<file path="src/rtl/mem_port_arbiter_pkg.sv">
// rtl/mem_port_arbiter_pkg.sv - shared types and constants for the memory port arbiter
//
// Purpose: arbiter state encoding, requester index constants and the default
// fetch starvation limit, shared by the top, its counter and the bench.
package mem_port_arbiter_pkg;

    typedef enum logic [1:0] {
        ARB   = 2'b00,
        FORCE = 2'b01,
        BURST = 2'b10
    } arb_state_t;

    // Bit positions inside the one-hot grant and read-tag vectors.
    localparam int REQ_DATA  = 0;
    localparam int REQ_FETCH = 1;
    localparam int REQ_LD    = 2;
    localparam int NUM_REQ   = 3;

    localparam int DEFAULT_STARVE_LIMIT = 3;
    localparam int STARVE_W             = 4;

endpackage

</file>
<file path="src/rtl/mem_port_arbiter_if.sv">
// rtl/mem_port_arbiter_if.sv - requester and memory bus bundle for the memory port arbiter
//
// Purpose: groups the three requester handshakes, the memory port and the
// debug starvation count.
// Modports:
//   master - requester/memory side: drives requests and mem_rdata
//   slave  - arbiter side: drives grants, rvalids, memory command, rdata, starve_cnt
interface mem_port_arbiter_if #(
    parameter int AW = 8,
    parameter int DW = 8
);
    logic          data_req;
    logic          data_we;
    logic [AW-1:0] data_addr;
    logic [DW-1:0] data_wdata;
    logic          data_gnt;
    logic          data_rvalid;

    logic          fetch_req;
    logic [AW-1:0] fetch_addr;
    logic          fetch_gnt;
    logic          fetch_rvalid;

    logic          ld_req;
    logic          ld_we;
    logic          ld_last;
    logic [AW-1:0] ld_addr;
    logic [DW-1:0] ld_wdata;
    logic          ld_gnt;
    logic          ld_rvalid;

    logic [AW-1:0] mem_addr;
    logic          mem_we;
    logic [DW-1:0] mem_wdata;
    logic [DW-1:0] mem_rdata;
    logic [DW-1:0] rdata;
    logic [3:0]    starve_cnt;

    modport master (
        output data_req, data_we, data_addr, data_wdata,
        output fetch_req, fetch_addr,
        output ld_req, ld_we, ld_last, ld_addr, ld_wdata,
        output mem_rdata,
        input  data_gnt, data_rvalid, fetch_gnt, fetch_rvalid, ld_gnt, ld_rvalid,
        input  mem_addr, mem_we, mem_wdata, rdata, starve_cnt
    );

    modport slave (
        input  data_req, data_we, data_addr, data_wdata,
        input  fetch_req, fetch_addr,
        input  ld_req, ld_we, ld_last, ld_addr, ld_wdata,
        input  mem_rdata,
        output data_gnt, data_rvalid, fetch_gnt, fetch_rvalid, ld_gnt, ld_rvalid,
        output mem_addr, mem_we, mem_wdata, rdata, starve_cnt
    );

endinterface

</file>
<file path="src/rtl/mem_port_arbiter_starve_counter.sv">
// rtl/mem_port_arbiter_starve_counter.sv - saturating fetch starvation counter
//
// Purpose: counts consecutive denied fetch cycles.
// Ports:
//   clock, reset  - clock, asynchronous active-high reset
//   inc           - fetch was denied this cycle
//   clr           - fetch was granted or not requesting this cycle
//   hold          - freeze the count (loader burst)
//   count         - current count
//   at_limit      - count after the coming edge equals LIMIT
module arb_starve_counter
    import mem_port_arbiter_pkg::*;
#(
    parameter int LIMIT = DEFAULT_STARVE_LIMIT
) (
    input  logic                clock,
    input  logic                reset,
    input  logic                inc,
    input  logic                clr,
    input  logic                hold,
    output logic [STARVE_W-1:0] count,
    output logic                at_limit
);

    logic [STARVE_W-1:0] count_next;

    always_comb begin
        count_next = count;
        if (!hold) begin
            if (clr) begin
                count_next = '0;
            end else if (inc && (count != '1)) begin
                count_next = count + 1'b1;
            end
        end
    end

    // Compared against the next value so the arbiter can enter FORCE on the
    // same edge at which the count reaches the limit.
    assign at_limit = (count_next == STARVE_W'(LIMIT));

    always_ff @(posedge clock or posedge reset) begin
        if (reset) begin
            count <= '0;
        end else begin
            count <= count_next;
        end
    end

endmodule

</file>
<file path="src/rtl/mem_port_arbiter.sv">
// rtl/mem_port_arbiter.sv - three-way arbiter for a single-port unified memory
//
// Purpose: grants one of data stage, instruction fetch or program loader per
// cycle onto a single-port synchronous memory, with fetch anti-starvation,
// locked loader bursts and one-cycle tagged read responses.
// Ports:
//   clock  - system clock
//   reset  - asynchronous, active-high
//   bus    - mem_port_arbiter_if.slave: requester handshakes, memory port,
//            rdata pass-through and starve_cnt debug output
module mem_port_arbiter
    import mem_port_arbiter_pkg::*;
#(
    parameter int AW           = 8,
    parameter int DW           = 8,
    parameter int STARVE_LIMIT = DEFAULT_STARVE_LIMIT
) (
    input  logic              clock,
    input  logic              reset,
    mem_port_arbiter_if.slave bus
);

    arb_state_t state, state_next;

    logic [NUM_REQ-1:0]  pick;
    logic [NUM_REQ-1:0]  gnt;
    logic [NUM_REQ-1:0]  rd_issue;
    logic [NUM_REQ-1:0]  tag_q;
    logic [AW-1:0]       addr_q;
    logic [AW-1:0]       addr_mux;
    logic [DW-1:0]       wdata_mux;
    logic                we_mux;
    logic                starve_inc;
    logic                starve_clr;
    logic                starve_hold;
    logic                starve_at_limit;
    logic [STARVE_W-1:0] starve_count;

    // Normal priority: data > fetch > loader.
    always_comb begin
        pick = '0;
        if (bus.data_req) begin
            pick[REQ_DATA] = 1'b1;
        end else if (bus.fetch_req) begin
            pick[REQ_FETCH] = 1'b1;
        end else if (bus.ld_req) begin
            pick[REQ_LD] = 1'b1;
        end
    end

    // A FORCE cycle without a fetch request, and a BURST cycle where the
    // loader has let go, both fall back to normal priority for that cycle.
    always_comb begin
        gnt = '0;
        case (state)
            ARB: gnt = pick;
            FORCE: begin
                if (bus.fetch_req) begin
                    gnt[REQ_FETCH] = 1'b1;
                end else begin
                    gnt = pick;
                end
            end
            BURST: begin
                if (bus.ld_req) begin
                    gnt[REQ_LD] = 1'b1;
                end else begin
                    gnt = pick;
                end
            end
            default: gnt = '0;
        endcase
        if (reset) begin
            gnt = '0;
        end
    end

    always_comb begin
        starve_hold = (state == BURST);
        starve_clr  = gnt[REQ_FETCH] | ~bus.fetch_req;
        starve_inc  = (state == ARB) & bus.fetch_req & ~gnt[REQ_FETCH];
    end

    arb_starve_counter #(
        .LIMIT (STARVE_LIMIT)
    ) u_starve (
        .clock    (clock),
        .reset    (reset),
        .inc      (starve_inc),
        .clr      (starve_clr),
        .hold     (starve_hold),
        .count    (starve_count),
        .at_limit (starve_at_limit)
    );

    always_comb begin
        state_next = state;
        case (state)
            ARB: begin
                if (gnt[REQ_LD] && !bus.ld_last) begin
                    state_next = BURST;
                end else if (starve_at_limit) begin
                    state_next = FORCE;
                end
            end
            FORCE: state_next = ARB;
            BURST: begin
                if (!bus.ld_req || bus.ld_last) begin
                    state_next = ARB;
                end
            end
            default: state_next = ARB;
        endcase
    end

    // Idle cycles keep the last issued address on the port.
    always_comb begin
        addr_mux  = addr_q;
        we_mux    = 1'b0;
        wdata_mux = '0;
        if (gnt[REQ_DATA]) begin
            addr_mux  = bus.data_addr;
            we_mux    = bus.data_we;
            wdata_mux = bus.data_wdata;
        end else if (gnt[REQ_FETCH]) begin
            addr_mux  = bus.fetch_addr;
        end else if (gnt[REQ_LD]) begin
            addr_mux  = bus.ld_addr;
            we_mux    = bus.ld_we;
            wdata_mux = bus.ld_wdata;
        end
    end

    always_comb begin
        rd_issue            = '0;
        rd_issue[REQ_DATA]  = gnt[REQ_DATA] & ~bus.data_we;
        rd_issue[REQ_FETCH] = gnt[REQ_FETCH];
        rd_issue[REQ_LD]    = gnt[REQ_LD] & ~bus.ld_we;
    end

    always_ff @(posedge clock or posedge reset) begin
        if (reset) begin
            state  <= ARB;
            addr_q <= '0;
            tag_q  <= '0;
        end else begin
            state  <= state_next;
            tag_q  <= rd_issue;
            if (|gnt) begin
                addr_q <= addr_mux;
            end
        end
    end

    assign bus.data_gnt     = gnt[REQ_DATA];
    assign bus.fetch_gnt    = gnt[REQ_FETCH];
    assign bus.ld_gnt       = gnt[REQ_LD];
    assign bus.data_rvalid  = tag_q[REQ_DATA];
    assign bus.fetch_rvalid = tag_q[REQ_FETCH];
    assign bus.ld_rvalid    = tag_q[REQ_LD];
    assign bus.mem_addr     = addr_mux;
    assign bus.mem_we       = we_mux;
    assign bus.mem_wdata    = wdata_mux;
    assign bus.rdata        = bus.mem_rdata;
    assign bus.starve_cnt   = starve_count;

endmodule

</file>
<file path="src/flat_wrapper.sv">
// flat-port wrapper written by rule: the top's interface ports become plain ports
module mem_port_arbiter_flat import mem_port_arbiter_pkg::*;
#(
    parameter int AW           = 8,
    parameter int DW           = 8,
    parameter int STARVE_LIMIT = DEFAULT_STARVE_LIMIT
)
  (clock, reset, bus_data_req, bus_data_we, bus_data_addr, bus_data_wdata, bus_fetch_req, bus_fetch_addr, bus_ld_req, bus_ld_we, bus_ld_last, bus_ld_addr, bus_ld_wdata, bus_mem_rdata, bus_data_gnt, bus_data_rvalid, bus_fetch_gnt, bus_fetch_rvalid, bus_ld_gnt, bus_ld_rvalid, bus_mem_addr, bus_mem_we, bus_mem_wdata, bus_rdata, bus_starve_cnt);
  mem_port_arbiter_if #(.AW(AW), .DW(DW)) bus_i ();
  input  logic clock;
  input  logic reset;
  input wire logic [$bits(bus_i.data_req)-1:0] bus_data_req;
  input wire logic [$bits(bus_i.data_we)-1:0] bus_data_we;
  input wire logic [$bits(bus_i.data_addr)-1:0] bus_data_addr;
  input wire logic [$bits(bus_i.data_wdata)-1:0] bus_data_wdata;
  input wire logic [$bits(bus_i.fetch_req)-1:0] bus_fetch_req;
  input wire logic [$bits(bus_i.fetch_addr)-1:0] bus_fetch_addr;
  input wire logic [$bits(bus_i.ld_req)-1:0] bus_ld_req;
  input wire logic [$bits(bus_i.ld_we)-1:0] bus_ld_we;
  input wire logic [$bits(bus_i.ld_last)-1:0] bus_ld_last;
  input wire logic [$bits(bus_i.ld_addr)-1:0] bus_ld_addr;
  input wire logic [$bits(bus_i.ld_wdata)-1:0] bus_ld_wdata;
  input wire logic [$bits(bus_i.mem_rdata)-1:0] bus_mem_rdata;
  output wire logic [$bits(bus_i.data_gnt)-1:0] bus_data_gnt;
  output wire logic [$bits(bus_i.data_rvalid)-1:0] bus_data_rvalid;
  output wire logic [$bits(bus_i.fetch_gnt)-1:0] bus_fetch_gnt;
  output wire logic [$bits(bus_i.fetch_rvalid)-1:0] bus_fetch_rvalid;
  output wire logic [$bits(bus_i.ld_gnt)-1:0] bus_ld_gnt;
  output wire logic [$bits(bus_i.ld_rvalid)-1:0] bus_ld_rvalid;
  output wire logic [$bits(bus_i.mem_addr)-1:0] bus_mem_addr;
  output wire logic [$bits(bus_i.mem_we)-1:0] bus_mem_we;
  output wire logic [$bits(bus_i.mem_wdata)-1:0] bus_mem_wdata;
  output wire logic [$bits(bus_i.rdata)-1:0] bus_rdata;
  output wire logic [$bits(bus_i.starve_cnt)-1:0] bus_starve_cnt;
  assign bus_i.data_req = bus_data_req;
  assign bus_i.data_we = bus_data_we;
  assign bus_i.data_addr = bus_data_addr;
  assign bus_i.data_wdata = bus_data_wdata;
  assign bus_i.fetch_req = bus_fetch_req;
  assign bus_i.fetch_addr = bus_fetch_addr;
  assign bus_i.ld_req = bus_ld_req;
  assign bus_i.ld_we = bus_ld_we;
  assign bus_i.ld_last = bus_ld_last;
  assign bus_i.ld_addr = bus_ld_addr;
  assign bus_i.ld_wdata = bus_ld_wdata;
  assign bus_i.mem_rdata = bus_mem_rdata;
  assign bus_data_gnt = bus_i.data_gnt;
  assign bus_data_rvalid = bus_i.data_rvalid;
  assign bus_fetch_gnt = bus_i.fetch_gnt;
  assign bus_fetch_rvalid = bus_i.fetch_rvalid;
  assign bus_ld_gnt = bus_i.ld_gnt;
  assign bus_ld_rvalid = bus_i.ld_rvalid;
  assign bus_mem_addr = bus_i.mem_addr;
  assign bus_mem_we = bus_i.mem_we;
  assign bus_mem_wdata = bus_i.mem_wdata;
  assign bus_rdata = bus_i.rdata;
  assign bus_starve_cnt = bus_i.starve_cnt;
  mem_port_arbiter #(.AW(AW), .DW(DW), .STARVE_LIMIT(STARVE_LIMIT)) u_core (.clock(clock), .reset(reset), .bus(bus_i));
endmodule
</file>
<file path="config.mk">
export PLATFORM = sky130hd
export DESIGN_NAME = mem_port_arbiter_flat
export DESIGN_NICKNAME = d
export VERILOG_FILES = /design/src/rtl/mem_port_arbiter_pkg.sv /design/src/rtl/mem_port_arbiter_if.sv /design/src/rtl/mem_port_arbiter_starve_counter.sv /design/src/rtl/mem_port_arbiter.sv /design/src/flat_wrapper.sv
export SDC_FILE = /design/constraint.sdc
export NUM_CORES = 1
export LEC_CHECK = 0
export ABC_AREA = 1
export CORE_UTILIZATION = 33
export CTS_CLUSTER_DIAMETER = 60
export CTS_CLUSTER_SIZE = 8
export DETAILED_ROUTE_END_ITERATION = 10
export GPL_ROUTABILITY_DRIVEN = 1
export HOLD_SLACK_MARGIN = 0.03
export PLACE_DENSITY = 0.89
export SLEW_MARGIN = 20
export SYNTH_ARGS = -nofsm -noshare
export SYNTH_HDL_FRONTEND = slang
export SYNTH_SLANG_ARGS = --single-unit
</file>
<file path="constraint.sdc">
create_clock -name clock -period 2.5 [get_ports clock]
set_input_delay 0.5 -clock clock [delete_from_list [all_inputs] [get_ports clock]]
set_output_delay 0.5 -clock clock [all_outputs]
set_load 0.05 [all_outputs]
</file>
==> impl_metrics.csv, run 1 <==
group,metric,value,unit
yosys,ys_warn_count,0,
global_route,track_usage,0.209,
worst_setup_path,r2r_end,"u_core.state[0]",
worst_setup_path,cp_num_cells,9,
detailed_routing,vias_per_cell,4.77,
floorplanning,io_pins,91,
final_layout,drive_gt1_frac,0.254,
place,portBuffers,74,
worst_setup_path,crit_arrival,1.81,ns
yosys,ys_ff_latch,17,
power_and_ir_drop,finalPower,1.09,mW
detailed_routing,postRouteAntennaNets,0,
yosys,synth.avg_cell_area,7.30,µm²
timing,tightestPinTransition,0.502,ns
timing,relSlewSlack,0.664,
worst_setup_path,crit_start,"u_core.state[1]",
worst_setup_path,rr_worst_depth,12,
worst_setup_path,slowest_stage,"dfrtp_1",
detailed_routing,wire_per_inst,13.0,µm
min_path,hold_path_class,"in2async",
timing,max_freq,434,MHz
worst_setup_path,critPathKind,"reg2out",
yosys,synth.distinct_cells,24,
global_route,grt_pass1_vias,1289,
detailed_routing,via_count,1346,
floorplanning,dieWidth,61.5,µm
worst_setup_path,crit_path_start_kind,"flop",
final_layout,diodes,0,
place,gp_congestion,0.831,
final_layout,area_growth,92.0,%
clock_tree,clk-insertion-delay-late,0.30,ns
worst_setup_path,path_buf_inv,3,
yosys,syn-instance-count,160,
final_layout,finalNetCount,294,
worst_setup_path,critPathMaxFanout,16,
worst_setup_path,path_cells,"nand2_1 > inv_1 > nor2_2 > nand2_2 > buf_12 > nand3_1 > o21ai_1 > o21ai_2 > buf_12",
yosys,synthSimpleGateAreaFrac,0.256,
timing,hold_violations,0,
global_route,use_met3,0.0546,
yosys,ys_seq_area_frac,0.364,
global_route,overflow,0,
detailed_routing,drc,0,
worst_setup_path,cp_common_cell,"buf_12",
yosys,synth_top_family_by_area,"simple AND/OR/NAND/NOR gates",
yosys,syn_nets,217,
yosys,synth_compound_area_frac,0.214,
clock_tree,root_buffer,"clkbuf_4",
power_and_ir_drop,leakage,1.06,nW
yosys,synth.area.mux_share,0,
worst_setup_path,endpoint_kind,"output pin",
power_and_ir_drop,powerDensity,488,mW/mm²
worst_setup_path,r2r_start,"u_core.state[1]",
detailed_routing,drt_pass1_iterations,4,
clock_tree,clk_pin_slew_worst_paths,0.11,ns
final_layout,nFillCells,272,
yosys,synth_top_area_cell,"dfrtp_1",
clock_tree,cts_hold_buffers,0,
worst_setup_path,r2r_slack,0.86,ns
worst_setup_path,path_delay_family,"flip-flops",
worst_setup_path,worstPathRequired,2.00,ns
detailed_routing,wl,3670,µm
global_route,grt_pass1_wl,5800,µm
global_route,grt_busiest_layer,"met2",
worst_setup_path,cp_slowest_stage_delay,0.43,ns
yosys,synth.area.top_cells,"dfrtp_1, nand2_1, o21ai_0, a22o_1, buf_4",
run_status,status,"finished clean",
place,placed_area,0.00218,mm²
floorplanning,start_util,0.347,
global_route,antenna_found_initial,0,
clock_tree,cts_tree,"built",
floorplanning,die_h,61.5,µm
clock_tree,htreeDepth,1,
yosys,syn_area,0.00117,mm²
timing,holdWs,0.386,ns
timing,min_period,2.31,ns
timing,rsz0062_at_grt,"false",
global_route,grtUsageMet2,0.353,
place,dp_hpwl,2890,µm
global_route,use_met1,0.260,
clock_tree,cts_buffers,3,
final_layout,fin_area,0.00224,mm²
detailed_routing,drt-initial-drc-count,47,
yosys,synthAdderAreaFrac,0.0107,
flow_run,cap_violations,0,
timing,setup_violations,0,
floorplanning,rows,21,
global_route,grt_max_degree,23,
floorplanning,dieArea,0.00378,mm²
yosys,yosys.area.top_type_share,0.364,
timing,finalMaxSlewViolations,0,
clock_tree,cts.path.max_buffers,2,
timing,timing.final.crit_share,0.922,
clock_tree,cts_sinks,17,
timing,finClkSkew,0.00836,ns
power_and_ir_drop,ir_drop,0.423,mV
timing,setup_tns,0,ns
floorplanning,fp.coreArea,0.00336,mm²
yosys,synth_xor_area_frac,0,
[cell usage after synthesis, drive strengths merged]
cell type and count:
nand2 44, o21ai 24, inv 19, dfrtp 17
buf 14, nand3 13, nor2 10, a22o 9
a21boi 2, a41oi 2, a21oi 1, clkbuf 1
ha 1, nand3b 1, nand4 1, o22ai 1
[report_power, final]
group          internal [mW]  switching (mW)  leakage (nW)  total [mW]
Combinational          0.291           0.324         0.827       0.615
Clock                 0.0622          0.0912        0.0150       0.153
Sequential             0.308          0.0169         0.217       0.325
[worst register-to-register path: cells and delay by family (launching register included)]
kind	cells	cell delay, ns
flip-flops	1	0.43
buffers and inverters	3	0.30
AND/OR/NAND/NOR	9	0.88
[registers in the layout, summed over array words and instances, names as in the netlist]
register,cells
u_core.u_starve.count,4
u_core.state,2
u_core.tag_q,3
u_core.addr_q,8
[worst max-delay path by stage]
| stage | end | slack [ns] |
|---|---|---|
| 3_3_place_gp | bus_mem_addr[6] | -0.04 |
| 2_1_floorplan | bus_mem_addr[3] | 0.04 |
| 4_1_cts | bus_mem_addr[1] | -0.01 |
| 3_5_place_dp | bus_mem_addr[1] | -0.09 |
| 6_report | bus_mem_addr[6] | 0.19 |
| 5_1_grt | bus_mem_addr[6] | 0.07 |
[cell type report]
cell class,instances,area (µm²),share of cell area
inverters,19,80.1,0.0357
repair buffers,87,1040,0.465
multi-input cells,109,612,0.273
well taps,46,57.6,0.0257
clock buffers,4,26.3,0.0117
flip-flops and latches,17,425,0.190
[per-stage QoR]
| step | utilization | cells | setup slack (ns) |
|---|---|---|---|
| 3_3_place_gp | 0.647 | 276 | -0.0437 |
| 5_1_grt | 0.667 | 282 | 0.0678 |
| 2_1_floorplan | - | 160 | 0.0391 |
| 6_report | 0.667 | 282 | 0.194 |
| 3_5_place_dp | 0.647 | 276 | -0.0911 |
| 4_1_cts | 0.663 | 282 | -0.0143 |
[cells by family (layout without fill, tap and decap cells)]
logic type	count (synthesis)	in the layout
buffers and inverters	34	110
adders and majority gates	1	1
AOI/OAI and AO/OA	39	39
and+or+nand+nor	69	69
DFF	17	17
[layer usage]
layer,share of wire,vias up
li1,-,680
met2,0.51,41
met4,0.017,0
met3,0.056,8
met1,0.41,617
met5,0,-
[placed cells by master (no fill, tap or decap), drive strengths merged]
master         netlist  routed
clkdlybuf4s50        0      50
nand2               44      44
buf                 14      33
o21ai               24      24
dfrtp               17      17
inv                 19      17
nand3               13      13
nor2                10      10
a22o                 9       9
clkbuf               1       4
dlygate4sd2          0       2
dlymetal6s2s         0       2
a21boi               2       2
a41oi                2       2
clkinvlp             0       1
clkinv               0       1
o22ai                1       1
nand3b               1       1
a21oi                1       1
nand4                1       1
ha                   1       1
[timing repair]
| action | in CTS | in global routing |
|---|---|---|
| setup buffers | 1 | 0 |
| pin swaps | 3 | 3 |
| cloned | 1 | 0 |
| gates resized for setup | 9 | 6 |
| endpoints found under the setup margin | 14 | 17 |
Note: power is estimated with default switching activity, not from simulation.
==> inputs of run 2 (changes only) <==
- CORE_MARGIN: default -> 2
==> run 2 against run 1 <==
Effect of this change: final area grew 2.3%; clock power is essentially flat; die area grew 6.6%; highest routed layer unchanged.
==> impl_metrics.csv, run 2 (synthesized netlist as in run 1, its figures left out) <==
group,metric,value,unit
place,portBuffers,74,
clock_tree,clk-insertion-delay-late,0.30,ns
clock_tree,cts.path.max_buffers,2,
worst_setup_path,worstPathRequired,2.00,ns
place,dp_hpwl,2900,µm
final_layout,largest_register_ffs,8,
detailed_routing,wl,3840,µm
floorplanning,rows,21,
flow_run,cap_violations,0,
final_layout,drive_gt1_frac,0.262,
clock_tree,htreeDepth,1,
global_route,overflow,0,
timing,min_period,2.38,ns
floorplanning,start_util,0.347,
timing,setup_violations,0,
final_layout,multi_input_area,624,µm²
global_route,antenna_found_initial,0,
global_route,use_met3,0.0482,
worst_setup_path,endpoint_kind,"output pin",
floorplanning,dieArea,0.00403,mm²
place,placed_cells,274,
final_layout,final_common_cell,"clkdlybuf4s50_1",
final_layout,seq_area,425,µm²
clock_tree,cts_buffers,3,
final_layout,area_growth,96.5,%
final_layout,reg_top3,"u_core.addr_q (8), u_core.u_starve.count (4), u_core.tag_q (3)",
global_route,track_usage,0.197,
timing,finalMaxSlewViolations,0,
worst_setup_path,crit_path_start_kind,"primary input",
power_and_ir_drop,powerDensity,484,mW/mm²
detailed_routing,via_count,1388,
min_path,hold_path_class,"in2async",
floorplanning,fp.coreArea,0.00336,mm²
floorplanning,io_pins,91,
detailed_routing,postRouteAntennaNets,0,
timing,hold_violations,0,
global_route,grt_pass1_wl,6380,µm
global_route,grt_max_degree,23,
power_and_ir_drop,leakage,1.08,nW
clock_tree,cts_hold_buffers,0,
worst_setup_path,crit_arrival,1.88,ns
detailed_routing,drt_pass1_iterations,5,
timing,max_freq,420,MHz
final_layout,nFillCells,288,
timing,finClkSkew,0.0121,ns
final_layout,diodes,0,
power_and_ir_drop,finalPower,1.11,mW
final_layout,most-common-layout-cells,"clkdlybuf4s50_1, nand2_1, buf_12",
timing,relSlewSlack,0.650,
worst_setup_path,r2r_slack,0.92,ns
worst_setup_path,rr_worst_depth,12,
global_route,grtUsageMet2,0.341,
final_layout,finalNetCount,295,
floorplanning,die_h,63.5,µm
worst_setup_path,critPathKind,"in2out",
final_layout,regMostFlops,"u_core.addr_q",
place,gp_congestion,0.852,
run_status,status,"finished clean",
clock_tree,clk_pin_slew_worst_paths,0.12,ns
worst_setup_path,r2r_end,"u_core.state[0]",
detailed_routing,drt-initial-drc-count,60,
timing,holdWs,0.387,ns
floorplanning,dieWidth,63.5,µm
final_layout,final_cells,283,
detailed_routing,vias_per_cell,4.90,
timing,tightestPinTransition,0.523,ns
detailed_routing,drc,0,
timing,rsz0062_at_grt,"false",
clock_tree,cts_tree,"built",
global_route,grt_pass1_vias,1432,
place,placed_area,0.00217,mm²
clock_tree,cts_sinks,17,
power_and_ir_drop,ir_drop,0.349,mV
clock_tree,root_buffer,"clkbuf_4",
worst_setup_path,critPathMaxFanout,4,
timing,timing.final.crit_share,0.953,
final_layout,fin_area,0.00230,mm²
global_route,use_met1,0.226,
global_route,grt_busiest_layer,"met2",
detailed_routing,wire_per_inst,13.6,µm
worst_setup_path,r2r_start,"u_core.state[0]",
## run 2: final cells by class
class                           instances  share of cell area
Tap cell                               46              0.0251
Timing Repair Buffer                   87               0.468
Timing Repair inverter                  1             0.00327
Inverter                               19              0.0349
Clock buffer                            4              0.0114
Multi-Input combinational cell        109               0.272
Sequential cell                        17               0.185
## run 2: worst max path at each step
stage                               start         endpoint  slack (ns)
after detailed placement    bus_fetch_req  bus_mem_addr[3]       -0.07
after CTS                    bus_data_req  bus_mem_addr[2]        0.02
after floorplan                     reset  bus_mem_addr[3]        0.04
final                               reset  bus_mem_addr[2]        0.12
after global routing      u_core.state[0]  bus_mem_addr[3]        0.01
after global placement              reset  bus_mem_addr[0]       -0.03
## run 2: critical path: stages
cell and delay (ns):
dlygate4sd2_1 0.25, clkinvlp_4 0.08, nand2_2 0.06, nor2_1 0.18, nand2_4 0.12, buf_6 0.14, buf_4 0.13, nand2_1 0.09
a41oi_2 0.15, buf_12 0.18
## run 2: power by group
| group | leakage, nW | internal (mW) | switching, mW |
|---|---|---|---|
| Sequential | 0.217 | 0.308 | 0.0179 |
| Combinational | 0.846 | 0.297 | 0.332 |
| Clock | 0.0150 | 0.0620 | 0.0942 |
## run 2: repair_timing
| item | CTS | global route |
|---|---|---|
| pin swaps | 3 | 2 |
| endpoints found under the setup margin | 16 | 17 |
| buffers inserted | 2 | 0 |
| gates resized for setup | 13 | 6 |
| gates cloned | 2 | 1 |
## run 2: layer usage
metal  vias to the layer above  share of wire
li1                        681              -
met1                       629           0.38
met2                        59           0.53
met3                        19          0.065
met4                         0          0.029
met5                         -              0
## run 2: metrics by stage
step            util  TNS, ns  worst slack (ns)
2_1_floorplan      -        0            0.0391
3_3_place_gp   0.647  -0.0973           -0.0345
3_5_place_dp   0.647   -0.385           -0.0721
4_1_cts        0.670        0            0.0242
5_1_grt        0.683        0            0.0120
6_report       0.683        0             0.117
==> inputs of run 3 (changes only) <==
--- a/config.mk
+++ b/config.mk
@@ -8,5 +8,5 @@
 export ABC_AREA = 1
 export CORE_MARGIN = 2
-export CORE_UTILIZATION = 33
+export CORE_UTILIZATION = 30
 export CTS_CLUSTER_DIAMETER = 60
 export CTS_CLUSTER_SIZE = 8
@@ -14,5 +14,5 @@
 export GPL_ROUTABILITY_DRIVEN = 1
 export HOLD_SLACK_MARGIN = 0.03
-export PLACE_DENSITY = 0.89
+export PLACE_DENSITY = 0.85
 export SLEW_MARGIN = 20
 export SYNTH_ARGS = -nofsm -noshare
==> constraint.sdc (replaced) <==
create_clock -name clock -period 1.9 [get_ports clock]
set_input_delay 0.19 -clock clock [delete_from_list [all_inputs] [get_ports clock]]
set_output_delay 0.19 -clock clock [all_outputs]
set_load 0.05 [all_outputs]
==> run 3 against run 2 <==
Effect of this change: the run now ends with negative setup slack left; final cell count is 1.8% higher; clock skew is 0.0075 ns lower; combinational power is 38% higher; flip-flop and latch count stayed put; sequential power is 32% higher; count of clock-buffer cells in the layout stayed put; first-iteration DRC count is 22% lower; sequential share of layout area is 1.0 points lower; final area is 5.9% higher; utilization is 2.8 points lower; register-to-register slack worse by 0.71 ns; critical endpoint is now bus_mem_addr[3].
==> impl_metrics.csv, run 3 (synthesized netlist as in run 1, its figures left out) <==
group,metric,value,unit
run_status,status,"finished with violations",
run_status,violations,"negative setup slack",
worst_setup_path,rr_worst_depth,13,
floorplanning,die_h,66.4,µm
power_and_ir_drop,leakage,1.14,nW
timing,hold_violations,0,
timing,setup_violations,7,
worst_setup_path,r2r_slack,0.21,ns
worst_setup_path,r2r_end,"u_core.state[0]",
worst_setup_path,path_cells,"nand2_1 > nand2_2 > nor2_4 > nand2_4 > buf_12 > nand3_1 > o21ai_2 > o21ai_2 > buf_12",
timing,finClkSkew,0.00456,ns
place,gp_congestion,0.818,
global_route,grt_pass1_vias,1360,
worst_setup_path,critPathKind,"reg2out",
worst_setup_path,crit_arrival,1.74,ns
timing,tightestPinTransition,0.493,ns
detailed_routing,wire_per_inst,14.2,µm
detailed_routing,postRouteAntennaNets,0,
final_layout,nFillCells,308,
worst_setup_path,cp_slowest_stage_delay,0.43,ns
final_layout,drive_gt1_frac,0.325,
flow_run,cap_violations,0,
final_layout,final_common_cell,"clkdlybuf4s50_1",
power_and_ir_drop,finalPower,1.57,mW
timing,timing.final.crit_share,1.02,
place,placed_cells,278,
final_layout,largest_register_ffs,8,
worst_setup_path,path_buf_inv,2,
clock_tree,cts.path.max_buffers,2,
final_layout,regMostFlops,"u_core.addr_q",
worst_setup_path,worstPathRequired,1.71,ns
global_route,overflow,0,
final_layout,most-common-layout-cells,"clkdlybuf4s50_1, nand2_1, buf_12",
floorplanning,io_pins,91,
floorplanning,rows,22,
power_and_ir_drop,powerDensity,647,mW/mm²
floorplanning,dieWidth,66.4,µm
final_layout,fin_area,0.00243,mm²
clock_tree,cts_buffers,3,
place,portBuffers,74,
clock_tree,cts_sinks,17,
detailed_routing,via_count,1353,
clock_tree,clk-insertion-delay-late,0.25,ns
final_layout,reg_top3,"u_core.addr_q (8), u_core.u_starve.count (4), u_core.tag_q (3)",
global_route,antenna_found_initial,0,
worst_setup_path,r2r_start,"u_core.state[0]",
clock_tree,cts_tree,"built",
timing,min_period,1.93,ns
floorplanning,start_util,0.314,
worst_setup_path,crit_path_start_kind,"flop",
clock_tree,cts_hold_buffers,0,
timing,holdWs,0.135,ns
worst_setup_path,crit_start,"u_core.state[0]",
worst_setup_path,slowest_stage,"dfrtp_1",
timing,max_freq,518,MHz
detailed_routing,drc,0,
final_layout,area_growth,108,%
timing,finalMaxSlewViolations,0,
detailed_routing,drt_pass1_iterations,4,
worst_setup_path,path_delay_family,"simple AND/OR/NAND/NOR gates",
worst_setup_path,critPathMaxFanout,15,
detailed_routing,vias_per_cell,4.70,
place,dp_hpwl,2910,µm
clock_tree,htreeDepth,1,
floorplanning,fp.coreArea,0.00372,mm²
floorplanning,dieArea,0.00441,mm²
final_layout,final_cells,288,
place,placed_area,0.00217,mm²
global_route,grt_pass1_wl,6130,µm
final_layout,finalNetCount,298,
timing,rsz0062_at_grt,"true",
global_route,track_usage,0.179,
clock_tree,root_buffer,"clkbuf_8",
final_layout,diodes,0,
detailed_routing,drt-initial-drc-count,47,
power_and_ir_drop,ir_drop,0.487,mV
timing,relSlewSlack,0.671,
detailed_routing,wl,4090,µm
clock_tree,clk_pin_slew_worst_paths,0.07,ns
final_layout,final_util,0.654,
min_path,hold_path_class,"in2async",
global_route,grt_max_degree,29,
timing,final.setup.worst_slack,-0.0315,ns
worst_setup_path,endpoint_kind,"output pin",
[run 3: how the worst max path moves through the flow]
stage | to | slack, ns | depth (start not counted)
final | bus_mem_addr[3] | -0.03 | 9
after global routing | bus_mem_addr[7] | -0.12 | 10
after CTS | bus_mem_addr[3] | -0.01 | 9
after detailed placement | bus_mem_addr[3] | -0.09 | 11
after global placement | bus_mem_addr[3] | -0.05 | 11
after floorplan | bus_mem_addr[3] | -0.19 | 7
[run 3: area by class of cell]
| type | instances | area [µm²] | share of cell area |
|---|---|---|---|
| Inverter | 19 | 80.1 | 0.0329 |
| Sequential cell | 17 | 425 | 0.175 |
| Timing Repair Buffer | 90 | 1100 | 0.454 |
| Timing Repair inverter | 1 | 7.51 | 0.00309 |
| Tap cell | 48 | 60.1 | 0.0247 |
| Multi-Input combinational cell | 109 | 708 | 0.291 |
| Clock buffer | 4 | 45.0 | 0.0185 |
[run 3: worst reg2reg max path, delay by kind of cell, from the launching register on]
kind / cells / cell delay [ns]
buffers and inverters: 3 / 0.32
DFF: 1 / 0.43
and+or+nand+nor: 10 / 0.88
[run 3: per-layer routing]
metal / global-route usage / wire, µm
met1: 0.207 / 1620
met2: 0.315 / 2220
met3: 0.0596 / 237
met4: 0.0485 / 13
met5: 0 / 0
[run 3: power by group]
group | leakage, nW | internal (mW) | switching (mW)
clock | 0.0228 | 0.149 | 0.121
combinational | 0.900 | 0.419 | 0.452
sequential | 0.217 | 0.407 | 0.0247
[run 3: repair_timing]
item | in CTS | in global routing
pin swaps | 2 | 8
resized for setup | 17 | 18
endpoints found under the setup margin | 17 | 17
gates cloned | 1 | 2
buffers inserted | 2 | 1
[run 3: metrics by stage]
step,setup slack [ns],setup TNS (ns)
after floorplan,-0.187,-0.478
after global placement,-0.0464,-0.151
after detailed placement,-0.0885,-0.447
after CTS,-0.0135,-0.0498
after global routing,-0.120,-1.28
final,-0.0315,-0.110
